`config.mk`:
```
export PLATFORM = sky130hd
export DESIGN_NAME = seg_scan_decoder_flat
export DESIGN_NICKNAME = d
export VERILOG_FILES = /design/src/rtl/seg_scan_decoder_if.sv /design/src/rtl/seg_scan_decoder.sv /design/src/flat_wrapper.sv
export SDC_FILE = /design/constraint.sdc
export NUM_CORES = 1
export LEC_CHECK = 0
export ABC_AREA = 1
export BUFFER_PORTS_ARGS = -buffer_cell sky130_fd_sc_hd__buf_2
export CAP_MARGIN = 40
export CORE_ASPECT_RATIO = 1.75
export CORE_MARGIN = 1.5
export CORE_UTILIZATION = 53
export DETAILED_ROUTE_END_ITERATION = 12
export GPL_TIMING_DRIVEN = 0
export HOLD_SLACK_MARGIN = 0.03
export PLACE_DENSITY = 0.76
export SYNTH_ARGS = -nofsm -noshare
export SYNTH_HDL_FRONTEND = slang
export SYNTH_SLANG_ARGS = --single-unit
```
`constraint.sdc`:
```
create_clock -name clk -period 2.15 [get_ports clk]
set_input_delay 0.3225 -clock clk [delete_from_list [all_inputs] [get_ports clk]]
set_output_delay 0.3225 -clock clk [all_outputs]
set_load 0.03 [all_outputs]
```
`src/rtl/seg_scan_decoder_if.sv`:
```
// Multiplexed 7-segment scan bus: active-low segments and digit selects.
// The scan driver is the master, the decoder the slave.
interface seg_scan_decoder_if;
    logic [7:0] segment;
    logic [7:0] select;

    modport master (
        output segment,
        output select
    );

    modport slave (
        input segment,
        input select
    );
endinterface

```
`src/rtl/seg_scan_decoder.sv`:
```
// Scan-bus receiver: samples each settled digit select and rebuilds
// an 8-digit hex frame with dp, blank and error flags per position.
module seg_scan_decoder #(
    parameter int SETTLE_CYCLES = 16,
    parameter int FRAME_TIMEOUT = 1000000,
    parameter int CNT_W         = 16
) (
    input  logic                 clk,
    input  logic                 rst_n,
    seg_scan_decoder_if.slave    bus,
    output logic [31:0]          digits,
    output logic [7:0]           dp_out,
    output logic [7:0]           blank_mask,
    output logic [7:0]           err_mask,
    output logic                 frame_valid,
    output logic                 select_err,
    output logic                 timeout,
    output logic [CNT_W-1:0]     frame_count
);

    localparam int TW = $clog2(FRAME_TIMEOUT + 1);

    logic [7:0]    r_seg_q;
    logic [7:0]    r_sel_q;
    logic [7:0]    r_sel_d;
    logic [7:0]    r_dwell;
    logic          r_sampled;
    logic [7:0]    r_seen;
    logic [TW-1:0] r_timer;
    logic [31:0]   r_sh_nib;
    logic [7:0]    r_sh_dp;
    logic [7:0]    r_sh_blank;
    logic [7:0]    r_sh_err;

    logic [7:0] w_low;
    logic       w_same;
    logic       w_hit;
    logic       w_one;
    logic       w_none;
    logic       w_store;
    logic       w_selerr;
    logic [7:0] w_seen_set;
    logic       w_full;
    logic       w_last;
    logic       w_expire;
    logic [5:0] w_dec;

    // Returns {err, blank, nibble} for the seven segment lines.
    function automatic logic [5:0] f_decode(input logic [6:0] s);
        case (s)
            7'h40:   return 6'h00;
            7'h79:   return 6'h01;
            7'h24:   return 6'h02;
            7'h30:   return 6'h03;
            7'h19:   return 6'h04;
            7'h12:   return 6'h05;
            7'h02:   return 6'h06;
            7'h78:   return 6'h07;
            7'h00:   return 6'h08;
            7'h10:   return 6'h09;
            7'h08:   return 6'h0A;
            7'h03:   return 6'h0B;
            7'h46:   return 6'h0C;
            7'h21:   return 6'h0D;
            7'h06:   return 6'h0E;
            7'h0E:   return 6'h0F;
            7'h7F:   return 6'h10;
            default: return 6'h2F;
        endcase
    endfunction

    assign w_low      = ~r_sel_q;
    assign w_same     = (r_sel_q == r_sel_d);
    assign w_hit      = w_same && !r_sampled &&
                        (r_dwell == 8'(SETTLE_CYCLES - 1));
    assign w_none     = (w_low == 8'd0);
    assign w_one      = !w_none && ((w_low & (w_low - 8'd1)) == 8'd0);
    assign w_store    = w_hit && w_one;
    assign w_selerr   = w_hit && !w_none && !w_one;
    assign w_seen_set = r_seen | (w_store ? w_low : 8'd0);
    assign w_full     = (r_seen == 8'hFF);
    assign w_last     = w_store && (w_seen_set == 8'hFF);
    // A frame finishing in the expiry cycle takes priority over the timeout.
    assign w_expire   = (r_seen != 8'd0) && !w_full && !w_last &&
                        (r_timer == TW'(FRAME_TIMEOUT - 1));
    assign w_dec      = f_decode(r_seg_q[6:0]);

    always_ff @(posedge clk or negedge rst_n) begin
        if (!rst_n) begin
            r_seg_q     <= 8'hFF;
            r_sel_q     <= 8'hFF;
            r_sel_d     <= 8'hFF;
            r_dwell     <= 8'd0;
            r_sampled   <= 1'b0;
            r_seen      <= 8'd0;
            r_timer     <= '0;
            r_sh_nib    <= 32'd0;
            r_sh_dp     <= 8'd0;
            r_sh_blank  <= 8'd0;
            r_sh_err    <= 8'd0;
            digits      <= 32'd0;
            dp_out      <= 8'd0;
            blank_mask  <= 8'd0;
            err_mask    <= 8'd0;
            frame_valid <= 1'b0;
            select_err  <= 1'b0;
            timeout     <= 1'b0;
            frame_count <= '0;
        end else begin
            r_seg_q     <= bus.segment;
            r_sel_q     <= bus.select;
            r_sel_d     <= r_sel_q;
            select_err  <= w_selerr;
            frame_valid <= w_full;
            timeout     <= w_expire;

            if (!w_same) begin
                r_dwell   <= 8'd0;
                r_sampled <= 1'b0;
            end else begin
                if (r_dwell != 8'(SETTLE_CYCLES))
                    r_dwell <= r_dwell + 8'd1;
                if (w_hit)
                    r_sampled <= 1'b1;
            end

            for (int i = 0; i < 8; i++) begin
                if (w_store && w_low[i]) begin
                    r_sh_nib[4*i +: 4] <= w_dec[3:0];
                    r_sh_blank[i]      <= w_dec[4];
                    r_sh_err[i]        <= w_dec[5];
                    r_sh_dp[i]         <= ~r_seg_q[7];
                end
            end

            if (w_full || w_expire) begin
                r_seen  <= w_store ? w_low : 8'd0;
                r_timer <= '0;
            end else begin
                r_seen <= w_seen_set;
                if (r_seen != 8'd0)
                    r_timer <= r_timer + 1'b1;
            end

            if (w_full) begin
                digits      <= r_sh_nib;
                dp_out      <= r_sh_dp;
                blank_mask  <= r_sh_blank;
                err_mask    <= r_sh_err;
                frame_count <= frame_count + CNT_W'(1);
            end
        end
    end

endmodule

```
`src/flat_wrapper.sv`:
```
// flat-port wrapper written by rule: the top's interface ports become plain ports
module seg_scan_decoder_flat 
#(
    parameter int SETTLE_CYCLES = 16,
    parameter int FRAME_TIMEOUT = 1000000,
    parameter int CNT_W         = 16
)
  (clk, rst_n, digits, dp_out, blank_mask, err_mask, frame_valid, select_err, timeout, frame_count, bus_segment, bus_select);
  seg_scan_decoder_if bus_i ();
  input  logic clk;
  input  logic rst_n;
  output logic [31:0] digits;
  output logic [7:0] dp_out;
  output logic [7:0] blank_mask;
  output logic [7:0] err_mask;
  output logic frame_valid;
  output logic select_err;
  output logic timeout;
  output logic [CNT_W-1:0] frame_count;
  input wire logic [$bits(bus_i.segment)-1:0] bus_segment;
  input wire logic [$bits(bus_i.select)-1:0] bus_select;
  assign bus_i.segment = bus_segment;
  assign bus_i.select = bus_select;
  seg_scan_decoder #(.SETTLE_CYCLES(SETTLE_CYCLES), .FRAME_TIMEOUT(FRAME_TIMEOUT), .CNT_W(CNT_W)) u_core (.clk(clk), .rst_n(rst_n), .bus(bus_i), .digits(digits), .dp_out(dp_out), .blank_mask(blank_mask), .err_mask(err_mask), .frame_valid(frame_valid), .select_err(select_err), .timeout(timeout), .frame_count(frame_count));
endmodule
```
## Word-level counts from Yosys, hierarchy flattened

Index checks and enable logic that the tools add are counted.

- Add/sub/neg operators: 4
- Eq/ne operators: 24
- Multiplexer cells: 9
- Bitwise operators: 4
- Reductions and logical operators: 29

Operator list:

| operator | count |
|---|---|
| 6-bit case mux with 17 select lines | 1 |
| 20-bit 2-to-1 mux | 2 |
| 7-bit equality test, second input constant | 5 |
| 8-bit 2-to-1 mux | 4 |
| 7-bit by 5-bit equality test with 1-bit output, second input constant | 3 |
| 7-bit by 6-bit equality test with 1-bit output, second input constant | 3 |
| 20-bit by 1-bit adder with 20-bit output, second input constant | 1 |
| 20-bit equality test, second input constant | 1 |
| 1-bit logical AND | 18 |
| 16-bit by 1-bit adder with 16-bit output, second input constant | 1 |
| 8-bit equality test, second input constant | 2 |
| 8-bit zero test | 2 |
| 7-bit by 2-bit equality test with 1-bit output, second input constant | 2 |
| 7-bit by 4-bit equality test with 1-bit output, second input constant | 2 |
| 8-bit by 1-bit adder with 8-bit output, second input constant | 1 |
| 8-bit bitwise AND | 1 |
| 8-bit by 4-bit equality test with 1-bit output, second input constant | 1 |
| 8-bit equality test | 1 |
| 8-bit by 5-bit inequality test with 1-bit output, second input constant | 1 |
| 8-bit NOT | 1 |
| 8-bit OR | 1 |
| 8-bit nonzero test | 1 |
| 8-bit by 1-bit subtractor with 8-bit output, second input constant | 1 |
| 7-bit by 3-bit equality test with 1-bit output, second input constant | 1 |
| other kinds (7) | 13 |

- Register bits: 192
- Word-level logic and storage cells: 117

## Depth between registers and ports, before layout

Gate-level depths: netlist of run 1.

- Depth after elaboration: 15
- Gate-level depth with buffers: 16
- Gate-level depth less buffers: 16

## Least setup slack after synthesis of run 1

OpenSTA, ideal clock, no wires.

- Path kind: register to register
- Start: reg u_core.r_sel_q[4]
- End: reg u_core.r_timer[18]
- Arrival: 2070 ps
- Required time: 2081 ps
- Setup slack: 11 ps
- Cell stages (with the launch flop): 16
- Path buffers: 2
- Period minus slack after synthesis: 2139 ps
- Cell sequence: dfstp_2 -> buf_2 -> xnor2_1 -> nand2_1 -> nor2_2 -> nand2_4 -> nor2_8 -> nand3_1 -> nand2_1 -> nand2_1 -> nor2_1 -> nand2_1 -> nand2_4 -> nand2_4 -> buf_6 -> nor2_2

- Word-level cells in the longest chain between the ends: 15

RTL lines:

| item | RTL line | source |
|---|---|---|
| start, declared | seg_scan_decoder.sv:24 | `logic [7:0] r_sel_q;` |
| start signal, assigned | seg_scan_decoder.sv:111 | `r_sel_q <= bus.select;` |
| 8-bit NOT | seg_scan_decoder.sv:72 | `assign w_low = ~r_sel_q;` |
| 8-bit by 1-bit subtractor with 8-bit output | seg_scan_decoder.sv:77 | `assign w_one = !w_none && ((w_low & (w_low - 8'd1)) == 8'd0);` |
| 8-bit bitwise AND | seg_scan_decoder.sv:77 |  |
| 8-bit zero test | seg_scan_decoder.sv:77 |  |
| 1-bit logical AND | seg_scan_decoder.sv:77 |  |
| 1-bit logical AND | seg_scan_decoder.sv:78 | `assign w_store = w_hit && w_one;` |
| 8-bit 2-to-1 mux | seg_scan_decoder.sv:80 | `assign w_seen_set = r_seen \| (w_store ? w_low : 8'd0);` |
| 8-bit OR | seg_scan_decoder.sv:80 |  |
| 8-bit equality test | seg_scan_decoder.sv:82 | `assign w_last = w_store && (w_seen_set == 8'hFF);` |
| 1-bit logical AND * | seg_scan_decoder.sv:82 |  |
| 1-bit zero test * | seg_scan_decoder.sv:84 | `assign w_expire = (r_seen != 8'd0) && !w_full && !w_last &&` |
| 1-bit logical AND * (2 in series) | seg_scan_decoder.sv:84 |  |
| 1-bit logical OR * | seg_scan_decoder.sv:136 | `if (w_full \|\| w_expire) begin` |
| 20-bit 2-to-1 mux / 2-bit nonzero test (equally long branches) | -- |  |
| end signal, assigned | seg_scan_decoder.sv:142 | `r_timer <= r_timer + 1'b1;` |
| end, declared | seg_scan_decoder.sv:29 | `logic [TW-1:0] r_timer;` |

Mark *: on every way between the ends. The rest lies on a longest branch, timed or not.
A chain may end at the register's enable or synchronous reset.

## Worst setup path after layout of run 1

- Start: reg u_core.r_dwell[0]
- End: reg u_core.r_seen[2]

- Word-level cells in the longest chain between the ends: 12

RTL lines:

| item | RTL line | source |
|---|---|---|
| start, declared | seg_scan_decoder.sv:26 | `logic [7:0] r_dwell;` |
| start signal, assigned | seg_scan_decoder.sv:122 | `r_dwell <= r_dwell + 8'd1;` |
| 8-bit by 4-bit equality test with 1-bit output * | seg_scan_decoder.sv:75 | `(r_dwell == 8'(SETTLE_CYCLES - 1));` |
| 1-bit logical AND * | seg_scan_decoder.sv:74 | `assign w_hit = w_same && !r_sampled &&` |
| 1-bit logical AND * | seg_scan_decoder.sv:78 |  |
| 8-bit 2-to-1 mux | seg_scan_decoder.sv:80, seg_scan_decoder.sv:137 |  |
| 8-bit OR | seg_scan_decoder.sv:80 |  |
| 8-bit equality test | seg_scan_decoder.sv:82 |  |
| 1-bit logical AND | seg_scan_decoder.sv:82 |  |
| 1-bit zero test | seg_scan_decoder.sv:84 |  |
| 1-bit logical AND (2 in series) | seg_scan_decoder.sv:84 |  |
| 1-bit logical OR | seg_scan_decoder.sv:136 |  |
| 8-bit 2-to-1 mux * | seg_scan_decoder.sv:136 |  |
| end signal, assigned | seg_scan_decoder.sv:137 | `r_seen <= w_store ? w_low : 8'd0;` |
| end signal, assigned | seg_scan_decoder.sv:140 | `r_seen <= w_seen_set;` |
| end, declared | seg_scan_decoder.sv:28 | `logic [7:0] r_seen;` |

Marks and branches as above.

==> results.sh, run 1 <==
export IMPL_antenna_cells=0
export IMPL_yosys_cell_types_count=31
export IMPL_clk_pin_slew_worst_paths_ns=0.08
export IMPL_finalHoldWorstSlack_ns=0.3850
export IMPL_max_freq_mhz=423.0
export IMPL_clk_latency_ns=0.44
export IMPL_htreeDepth=4
export IMPL_power_density_mw_per_mm2=671.1
export IMPL_critical_path_class="flip-flop to flip-flop"
export IMPL_io_pins=93
export IMPL_place_hpwl_um=12460
export IMPL_hold_viol_final=0
export IMPL_io_buffers=92
export IMPL_synth_top_family_by_area="simple AND/OR/NAND/NOR gates"
export IMPL_ys_flop_type="dfrtp_1"
export IMPL_report_final_slew_viol_count=0
export IMPL_rows=60
export IMPL_postRouteWirelength_um=19740
export IMPL_min_path_type="flip-flop to flip-flop"
export IMPL_layout_common_cells="nand2_1, dfrtp_1, buf_2"
export IMPL_status="finished, violations left"
export IMPL_cts_sinks=192
export IMPL_drive_gt1_frac=0.2592
export IMPL_grtUsageTotal=0.2420
export IMPL_synth_adder_area_share=0.006082
export IMPL_finClkSkew_ns=0.01303
export IMPL_ys_seq_area_frac=0.5875
export IMPL_drt_iter0_markers=466
export IMPL_grt_use_met3=0.03819
export IMPL_cts_root_buf="clkbuf_16"
export IMPL_synth_edf_count=0
export IMPL_grt_pass1_wl_um=31460
export IMPL_synthXorXnorAreaFrac=0.03725
export IMPL_cp_arrival_ns=2.68
export IMPL_grt_busiest_layer="met2"
export IMPL_yosys_area_top_type="dfrtp_1"
export IMPL_gr_total_overflow=0
export IMPL_gr_usage_met2=0.4400
export IMPL_wl_per_cell_um=15.17
export IMPL_cap_violations=0
export IMPL_synthTopCellsByArea="dfrtp_1, nand2_1, dfstp_2"
export IMPL_vias=6830
export IMPL_crit_path_max_fanout=7
export IMPL_postRouteAntennaNets=0
export IMPL_end_kind="flip-flop"
export IMPL_fp_dieH_um=167.8
export IMPL_period_needed_ns=2.364
export IMPL_n_fill_cell=1141
export IMPL_cts_inserted_buffers=17
export IMPL_viasPerCell=5.250
export IMPL_syn_nets=961
export IMPL_finalSetupViolations=47
export IMPL_areaGrowthSynthToFinish_pct=28.65
export IMPL_seqPwrFrac=0.518
export IMPL_worst_pin_slew_ns=0.6552
export IMPL_nets=1124
export IMPL_pwr_share_comb=0.037
export IMPL_drc=0
export IMPL_die_area_mm2=0.01631
export IMPL_layout_commonest_cell="nand2_1"
export IMPL_worst_slack_ns=-0.2139
export IMPL_ys_warn_count=0
export IMPL_synth_mux_area_fraction=0.001216
export IMPL_violations="negative setup slack"
export IMPL_period_share=1.100
export IMPL_grt_setup_unrepaired="yes"
export IMPL_antenna_found_initial=0
export IMPL_gp_congestion=0.8715
export IMPL_peakVddDrop_v=0.0005236
export IMPL_syn_area_mm2=0.008229
export IMPL_dp_cells=1218
export IMPL_final_cells=1301
export IMPL_syn_avg_cell_area_um2=8.764
export IMPL_met1_usage=0.2595
export IMPL_synth_top_area_share=0.5109
export IMPL_synth_compound_area_share=0.04759
export IMPL_die_width_um=97.20
export IMPL_p_leak_nw=5.539
export IMPL_start_kind="flip-flop"
export IMPL_relSlewSlack=0.5632
export IMPL_post_synth_and_or_nand_nor_area_fraction=0.2635
export IMPL_ys_seq_elements=192
export IMPL_p_clk_frac=0.445
export IMPL_core_area_mm2=0.01531
export IMPL_p_sw_frac=0.2505
export IMPL_firstDrtPassIters=5
export IMPL_p_int_mw=5.325
export IMPL_netlist_instances=939
export IMPL_async_flop_share=1.000
export IMPL_cts_buffer_depth=2
export IMPL_cts_tree="built"
export IMPL_start_util=0.5373
export IMPL_cp_required_ns=2.47
export IMPL_p_sw_mw=1.780
export IMPL_grt_pass1_vias=6752
export IMPL_grt_max_degree=109
repair_timing:
item | CTS | global route
hold buffers | 17 | 0
pin swaps | 20 | 18
hold endpoints to repair | 96 | 0
buffers inserted | 21 | 13
endpoints found under the setup margin | 132 | 122
cloned | 3 | 1
resized for setup | 73 | 92
cell usage after synthesis (2+ instances only):
library cell / instances
nor2_1: 57
nand2_1: 338
nand3_1: 44
buf_2: 2
dfstp_2: 24
nor4_1: 8
inv_1: 90
xnor2_1: 15
dfrtp_1: 168
ha_1: 4
nor2_2: 22
nand2_4: 3
o21ai_0: 67
xor2_1: 20
a21oi_1: 7
clkbuf_1: 21
nand4_1: 15
inv_2: 4
nor3b_1: 2
nor3_1: 16
buf_6: 2
power by group through the flow:
stage / logic, mW / registers [mW] / clock network, mW
global placement: 0.182 / 3.75 / 0
finish: 0.261 / 3.68 / 3.16
floorplan: 0.0759 / 3.74 / 0
global route: 0.293 / 3.69 / 3.35
detailed placement: 0.192 / 3.75 / 0
CTS: 0.237 / 3.68 / 3.20
per-layer routing:
metal	wire [um]	up-vias	part of all wire
met4	930	0	0.047
met3	695	75	0.035
met5	0	-	0
li1	-	3275	-
met2	10830	195	0.55
met1	7276	3285	0.37
cell families (layout without fill, tap and decap cells):
logic type                 after synthesis  after routing
AOI/OAI and AO/OA                       77             77
xor gates and xnor gates                35             35
adders and majority gates                4              4
buffers and inverters                  120            296
DFF                                    192            192
muxes                                    1              1
and+or+nand+nor                        510            510
flip-flops by register name, indices dropped and copies added, names as in the netlist, 16 cells and up:
| name | flops |
|---|---|
| u_core.r_timer | 20 |
| u_core.r_sh_nib | 32 |
| u_core.frame_count | 16 |
| u_core.digits | 32 |
worst paths after layout:
kind                                               start                       endpoint  slack (ns)  depth (start not counted)
min in group asynchronous                          rst_n  u_core.r_dwell[5]$_DFFE_PN0P_        0.44                          2
max                        u_core.r_dwell[0]$_DFFE_PN0P_     u_core.r_seen[2]$_DFF_PN0_       -0.21                         17
min reg2reg                  u_core.r_sel_q[4]$_DFF_PN1_    u_core.r_sel_d[4]$_DFF_PN1_        0.38                          0
min                          u_core.r_sel_q[4]$_DFF_PN1_    u_core.r_sel_d[4]$_DFF_PN1_        0.38                          0
max in group asynchronous                          rst_n    u_core.r_seg_q[7]$_DFF_PN1_        0.76                          3
max reg2reg                u_core.r_dwell[0]$_DFFE_PN0P_     u_core.r_seen[2]$_DFF_PN0_       -0.21                         17
per-stage QoR:
step | TNS, ns | area [um^2] | power [mW] | utilization | worst slack, ns
global route | -14.44 | 10590 | 7.328 | 0.6913 | -0.3746
CTS | -5.163 | 10250 | 7.117 | 0.6690 | -0.1975
global placement | -424.40 | 8922 | 3.928 | 0.5826 | -2.281
finish | -5.212 | 10590 | 7.105 | 0.6913 | -0.2139
floorplan | 0 | 8229 | 3.817 | - | 0.01136
detailed placement | -19.76 | 8960 | 3.939 | 0.5850 | -0.4685
worst max-delay path: stages (launching register included):
cell and delay (ns):
dfrtp_1 0.38, ha_2 0.19, nand2_1 0.06, inv_1 0.10
nand2_2 0.08, nor2_4 0.12, nand2_2 0.11, nor2_8 0.25
nand3_4 0.14, nand2_4 0.10, nand2_4 0.06, nor2_4 0.11
nand2_2 0.07, nand2_4 0.09, nand2_8 0.11, buf_8 0.16
nand2_2 0.05, nand2_1 0.05
cell type report:
type,count,area (um^2),area share
clock inverter,15,190.2,0.01796
tap,186,232.7,0.02198
multi-input combinational,627,3329,0.3145
clock buffer,17,425.4,0.04018
sequential,192,4835,0.4567
timing repair buffer,145,1039,0.09810
buffer,24,176.4,0.01666
inverter,95,359.1,0.03392
Power figures use the tool's default switching activity.
==> run 2, diff against run 1 <==
--- a/config.mk
+++ b/config.mk
@@ -18,3 +18,4 @@
 export SYNTH_ARGS = -nofsm -noshare
 export SYNTH_HDL_FRONTEND = slang
 export SYNTH_SLANG_ARGS = --single-unit
+export TNS_END_PERCENT = 5
==> run 2 against run 1 <==
  * The flow still finishes with violations (negative setup slack)
  * Critical path depth increased by 1
  * First-iteration DRC count shrank 9.0%
  * Core utilization is 1.4 points lower
  * Highest routed layer unchanged
  * Clock skew increased by 0.0025 ns
  * Sequential share of layout area up 0.96 points
  * Hold slack improved by 0.0032 ns
  * Flip-flop and latch count unchanged
  * Wire length is 1.5% lower
==> results.sh, run 2 (synthesis results as in run 1) <==
export IMPL_slowest_delay_ns=0.54
export IMPL_relSlewSlack=0.5783
export IMPL_pwr_share_comb=0.035
export IMPL_htreeDepth=4
export IMPL_die_width_um=97.20
export IMPL_core_area_mm2=0.01531
export IMPL_cts_tree="built"
export IMPL_p_int_mw=5.318
export IMPL_cts_sinks=192
export IMPL_cts_inserted_buffers=17
export IMPL_areaGrowthSynthToFinish_pct=25.98
export IMPL_end_kind="flip-flop"
export IMPL_clk_pin_slew_worst_paths_ns=0.08
export IMPL_cap_violations=0
export IMPL_nets=1114
export IMPL_tns_ns=-9.436
export IMPL_grt_pass1_wl_um=31330
export IMPL_report_final_slew_viol_count=0
export IMPL_antenna_found_initial=0
export IMPL_finClkSkew_ns=0.01554
export IMPL_viasPerCell=5.283
export IMPL_wl_met2_um=10560
export IMPL_p_sw_frac=0.2502
export IMPL_io_pins=93
export IMPL_cp_cell_sequence="buf_6 > nor2_1 > nor2_1 > nand2_1 > nand2_2 > nand3_2 > nor2_4 > buf_12 > nand3_4 > nand2_1 > nand2_1 > nor2_4 > nand2_2 > nand2_4 > nand2_8 > buf_8 > nand2_4 > nand2_2"
export IMPL_p_leak_nw=5.485
export IMPL_grt_setup_unrepaired="yes"
export IMPL_worst_pin_slew_ns=0.6325
export IMPL_final_cells=1291
export IMPL_die_area_mm2=0.01631
export IMPL_finalSetupViolations=74
export IMPL_wl_met1_um=7107
export IMPL_drt_iter0_markers=424
export IMPL_clk_latency_ns=0.44
export IMPL_power_density_mw_per_mm2=684.1
export IMPL_start_util=0.5373
export IMPL_place_hpwl_um=12460
export IMPL_status="finished, violations left"
export IMPL_seqPwrFrac=0.519
export IMPL_critical_path_class="flip-flop to flip-flop"
export IMPL_layout_common_cells="nand2_1, dfrtp_1, buf_2"
export IMPL_final_util=0.6770
export IMPL_met3_length_um=788
export IMPL_cts_buffer_depth=2
export IMPL_cp_required_ns=2.47
export IMPL_period_needed_ns=2.469
export IMPL_postRouteAntennaNets=0
export IMPL_grt_max_degree=109
export IMPL_crit_slowest_cell="dfstp_2"
export IMPL_maxUsedRoutingLayer="met4"
export IMPL_grtUsageTotal=0.2415
export IMPL_p_sw_mw=1.774
export IMPL_io_buffers=92
export IMPL_gp_congestion=0.8715
export IMPL_cp_buffers_inverters=3
export IMPL_period_share=1.148
export IMPL_wl_per_cell_um=15.05
export IMPL_fp_dieH_um=167.8
export IMPL_min_path_type="flip-flop to flip-flop"
export IMPL_firstDrtPassIters=5
export IMPL_hold_viol_final=0
export IMPL_layout_commonest_cell="nand2_1"
export IMPL_design_area_mm2=0.01037
export IMPL_power_mw=7.093
export IMPL_drc=0
export IMPL_peakVddDrop_v=0.0005500
export IMPL_violations="negative setup slack"
export IMPL_cp_arrival_ns=2.79
export IMPL_p_clk_frac=0.445
export IMPL_worst_slack_ns=-0.3191
export IMPL_cts_root_buf="clkbuf_16"
export IMPL_max_freq_mhz=405.0
export IMPL_placed_cell_area_mm2=0.008960
export IMPL_rows=60
export IMPL_cpLargestDelayFamily="simple AND/OR/NAND/NOR gates"
export IMPL_grt_pass1_vias=6712
export IMPL_top_regs="u_core.digits x32, u_core.r_sh_nib x32, u_core.r_timer x20"
export IMPL_postRouteWirelength_um=19430
export IMPL_start_kind="flip-flop"
export IMPL_dp_cells=1218
export IMPL_antenna_cells=0
export IMPL_vias=6820
export IMPL_crit_path_max_fanout=7
export IMPL_gr_total_overflow=0
export IMPL_drive_gt1_frac=0.2407
==> run 2: changes by cell type in the layout (fill, tap and decap cells not counted), moves of 6 or more <==
cell,change
nor2_2,+15
nor2_4,-15
o21ai_0,+9
nand2_2,-8
o21ai_1,-7
buf_4,-6
==> run 2: final cells by class <==
| cell class | count | area [um^2] |
|---|---|---|
| buffer | 25 | 175.2 |
| clock buffer | 17 | 425.4 |
| clock inverter | 15 | 190.2 |
| fill | 1185 | 4947 |
| inverter | 95 | 359.1 |
| multi-input combinational | 627 | 3242 |
| sequential | 192 | 4835 |
| tap | 186 | 232.7 |
| timing repair buffer | 134 | 908.4 |
==> run 2: what timing repair did <==
action | CTS | global route
gates resized for setup | 54 | 64
endpoints found under the setup margin | 132 | 126
gates cloned | 2 | 0
hold buffers | 17 | 0
buffers inserted | 16 | 6
pin swaps | 19 | 23
hold endpoints to repair | 96 | 0
==> run 2: worst paths after layout <==
| kind | slack, ns | to | cells after the start | startpoint |
|---|---|---|---|---|
| max | -0.32 | u_core.r_seen[5]$_DFF_PN0_ | 18 | u_core.r_sel_q[4]$_DFF_PN1_ |
| min | 0.39 | u_core.r_sel_d[4]$_DFF_PN1_ | 0 | u_core.r_sel_q[4]$_DFF_PN1_ |
| max reg2reg | -0.32 | u_core.r_seen[5]$_DFF_PN0_ | 18 | u_core.r_sel_q[4]$_DFF_PN1_ |
| min reg2reg | 0.39 | u_core.r_sel_d[4]$_DFF_PN1_ | 0 | u_core.r_sel_q[4]$_DFF_PN1_ |
| max in group asynchronous | 0.77 | u_core.r_seg_q[7]$_DFF_PN1_ | 3 | rst_n |
| min in group asynchronous | 0.44 | u_core.r_dwell[5]$_DFFE_PN0P_ | 2 | rst_n |
==> run 2: power groups by stage <==
stage / clock (mW) / sequential [mW] / combinational, mW
CTS: 3.20 / 3.68 / 0.234
finish: 3.16 / 3.68 / 0.252
detailed placement: 0 / 3.75 / 0.192
floorplan: 0 / 3.74 / 0.0759
global placement: 0 / 3.75 / 0.182
global route: 3.34 / 3.69 / 0.282
==> run 2: metal layers <==
layer  up-vias  track usage
met4         0       0.1481
met2       233       0.4393
li1       3256            -
met1      3255       0.2617
met3        76      0.03570
met5         -            0
==> run 2: stage by stage <==
step / hold WS (ns) / setup slack (ns)
after global placement: 0.3536 / -2.281
after detailed placement: 0.3534 / -0.4685
after CTS: 0.3832 / -0.2061
after global routing: 0.3934 / -0.4187
final: 0.3882 / -0.3191
after floorplan: 0.02691 / 0.01136
==> run 3, diff against run 2 <==
--- a/config.mk
+++ b/config.mk
@@ -6,7 +6,8 @@
 export NUM_CORES = 1
 export LEC_CHECK = 0
 export ABC_AREA = 1
-export BUFFER_PORTS_ARGS = -buffer_cell sky130_fd_sc_hd__buf_2
+export ABC_CLOCK_PERIOD_IN_PS = 2150
+export BUFFER_PORTS_ARGS = -buffer_cell sky130_fd_sc_hd__buf_4
 export CAP_MARGIN = 40
 export CORE_ASPECT_RATIO = 1.75
 export CORE_MARGIN = 1.5
==> run 3 against run 2 <==
  * The run still ends with negative setup slack left
  * Setup slack improved by 0.11 ns
  * Sequential power about the same
  * Clock skew fell by 0.0048 ns
  * Critical path type unchanged
  * Largest cell class unchanged
==> results.sh, run 3 (synthesis results as in run 1) <==
export IMPL_status="finished, violations left"
export IMPL_violations="negative setup slack"
export IMPL_layout_commonest_cell="nand2_1"
export IMPL_p_leak_nw=5.520
export IMPL_vias=7005
export IMPL_grt_max_degree=103
export IMPL_relSlewSlack=0.4871
export IMPL_period_share=1.095
export IMPL_rows=60
export IMPL_n_fill_cell=1138
export IMPL_firstDrtPassIters=5
export IMPL_grt_pass1_wl_um=32450
export IMPL_hold_viol_final=0
export IMPL_grt_setup_unrepaired="yes"
export IMPL_crit_path_max_fanout=5
export IMPL_finalSetupViolations=52
export IMPL_core_area_mm2=0.01531
export IMPL_power_mw=7.163
export IMPL_drive_gt1_frac=0.2529
export IMPL_areaGrowthSynthToFinish_pct=29.27
export IMPL_gp_congestion=0.8931
export IMPL_antenna_cells=0
export IMPL_clk_latency_ns=0.44
export IMPL_max_freq_mhz=424.7
export IMPL_cts_buffer_depth=2
export IMPL_start_util=0.5373
export IMPL_reg2reg_slack_ns=-0.20
export IMPL_placed_cell_area_mm2=0.009188
export IMPL_io_buffers=92
export IMPL_cts_sinks=192
export IMPL_layout_common_cells="nand2_1, dfrtp_1, buf_4"
export IMPL_io_pins=93
export IMPL_cts_root_buf="clkbuf_16"
export IMPL_cap_violations=0
export IMPL_cp_arrival_ns=2.73
export IMPL_grtUsageTotal=0.2482
export IMPL_top_regs="u_core.digits x32, u_core.r_sh_nib x32, u_core.r_timer x20"
export IMPL_worstReg2RegStart="u_core.r_sel_q[1]$_DFF_PN1_"
export IMPL_power_density_mw_per_mm2=673.3
export IMPL_ff2ff_path_depth=15
export IMPL_finalHoldWorstSlack_ns=0.3755
export IMPL_antenna_found_initial=0
export IMPL_postRouteWirelength_um=20500
export IMPL_place_hpwl_um=12590
export IMPL_start_kind="flip-flop"
export IMPL_report_final_slew_viol_count=0
export IMPL_die_width_um=97.20
export IMPL_worst_pin_slew_ns=0.7694
export IMPL_fp_dieH_um=167.8
export IMPL_worst_slack_ns=-0.2045
export IMPL_postRouteAntennaNets=0
export IMPL_cts_tree="built"
export IMPL_viasPerCell=5.384
export IMPL_startpoint="u_core.r_sel_q[1]$_DFF_PN1_"
export IMPL_end_kind="flip-flop"
export IMPL_final_cells=1301
export IMPL_grt_pass1_vias=6953
export IMPL_critical_path_class="flip-flop to flip-flop"
export IMPL_worstReg2RegEnd="u_core.r_timer[18]$_DFFE_PN0P_"
export IMPL_min_path_type="flip-flop to flip-flop"
export IMPL_finClkSkew_ns=0.01074
export IMPL_drt_iter0_markers=490
export IMPL_gr_total_overflow=0
export IMPL_clk_pin_slew_worst_paths_ns=0.08
export IMPL_nets=1124
export IMPL_tns_ns=-6.297
export IMPL_cts_inserted_buffers=17
export IMPL_dp_cells=1218
export IMPL_drc=0
export IMPL_wl_per_cell_um=15.76
export IMPL_worstSetupEndpoint="u_core.r_timer[18]$_DFFE_PN0P_"
export IMPL_htreeDepth=4
export IMPL_cp_required_ns=2.53
export IMPL_period_needed_ns=2.354
export IMPL_die_area_mm2=0.01631
export IMPL_design_area_mm2=0.01064
export IMPL_peakVddDrop_v=0.0005507
==> run 3: changes by cell type in the layout (fill, tap and decap cells not counted), moves of 3 or more <==
cell      delta
buf_2       -91
clkbuf_2     +3
buf_4      +102
nor2_1       -3
o21ai_0      +3
o21ai_1      -3
nand3_1      -4
nor2_2       +5
nand3_2      +3
nand2_1      +4
==> run 3: report_power, final <==
part           internal (mW)  leakage, nW  switching [mW]  total [mW]
clock                   1.59        0.294            1.62        3.21
sequential              3.65         2.60          0.0301        3.68
combinational         0.0967         2.63           0.177       0.274
total                   5.34         5.52            1.82        7.16
==> run 3: worst min-delay path by stage <==
stage,from,to,depth (start not counted)
floorplan,rst_n,u_core.blank_mask[0]$_DFFE_PN0P_,0
global placement,u_core.r_sel_q[4]$_DFF_PN1_,u_core.r_sel_d[4]$_DFF_PN1_,0
detailed placement,u_core.r_sel_q[4]$_DFF_PN1_,u_core.r_sel_d[4]$_DFF_PN1_,0
CTS,u_core.r_sel_q[4]$_DFF_PN1_,u_core.r_sel_d[4]$_DFF_PN1_,0
global route,u_core.r_sel_q[4]$_DFF_PN1_,u_core.r_sel_d[4]$_DFF_PN1_,0
finish,u_core.r_sel_q[4]$_DFF_PN1_,u_core.r_sel_d[4]$_DFF_PN1_,0
==> run 3: worst max-delay path, stage by stage (launching register included) <==
cell and delay, ns:
dfstp_2 0.60, buf_4 0.17, nand3_4 0.10, nand2_2 0.11, nand3_2 0.10, nor2_4 0.14
buf_4 0.15, nand3_4 0.08, nand2_2 0.09, nand2_1 0.08, nor2_2 0.10, nand2_2 0.08
nand2_4 0.14, nand2_8 0.11, buf_12 0.17, nor2_4 0.08
==> run 3: metal layers <==
layer	track usage	part of all wire	vias up
met5	0	0	-
met1	0.2768	0.37	3392
li1	-	-	3269
met3	0.03653	0.038	89
met2	0.4457	0.54	255
met4	0.1474	0.055	0
==> run 3: area by class of cell <==
class | instances | area (um^2) | share of cell area
buffer | 24 | 166.4 | 0.01564
multi-input combinational | 628 | 3254 | 0.3059
clock buffer | 17 | 425.4 | 0.03999
inverter | 95 | 356.6 | 0.03352
clock inverter | 15 | 185.2 | 0.01741
timing repair buffer | 144 | 1182 | 0.1111
tap | 186 | 232.7 | 0.02188
sequential | 192 | 4835 | 0.4545
==> run 3: stage by stage <==
step | setup WS, ns | utilization
3_5_place_dp | -0.4978 | 0.5999
2_1_floorplan | 0.01136 | -
5_1_grt | -0.3420 | 0.6946
4_1_cts | -0.1583 | 0.6748
3_3_place_gp | -0.4770 | 0.5976
6_report | -0.2045 | 0.6946
==> run 3: timing repair <==
item / 4_1_cts / 5_1_grt
endpoints found under the hold margin: 95 / 0
gates resized for setup: 51 / 59
endpoints found under the setup margin: 115 / 134
buffers inserted: 19 / 13
pin swaps: 21 / 29
gates cloned: 2 / 1
hold buffers: 17 / 0
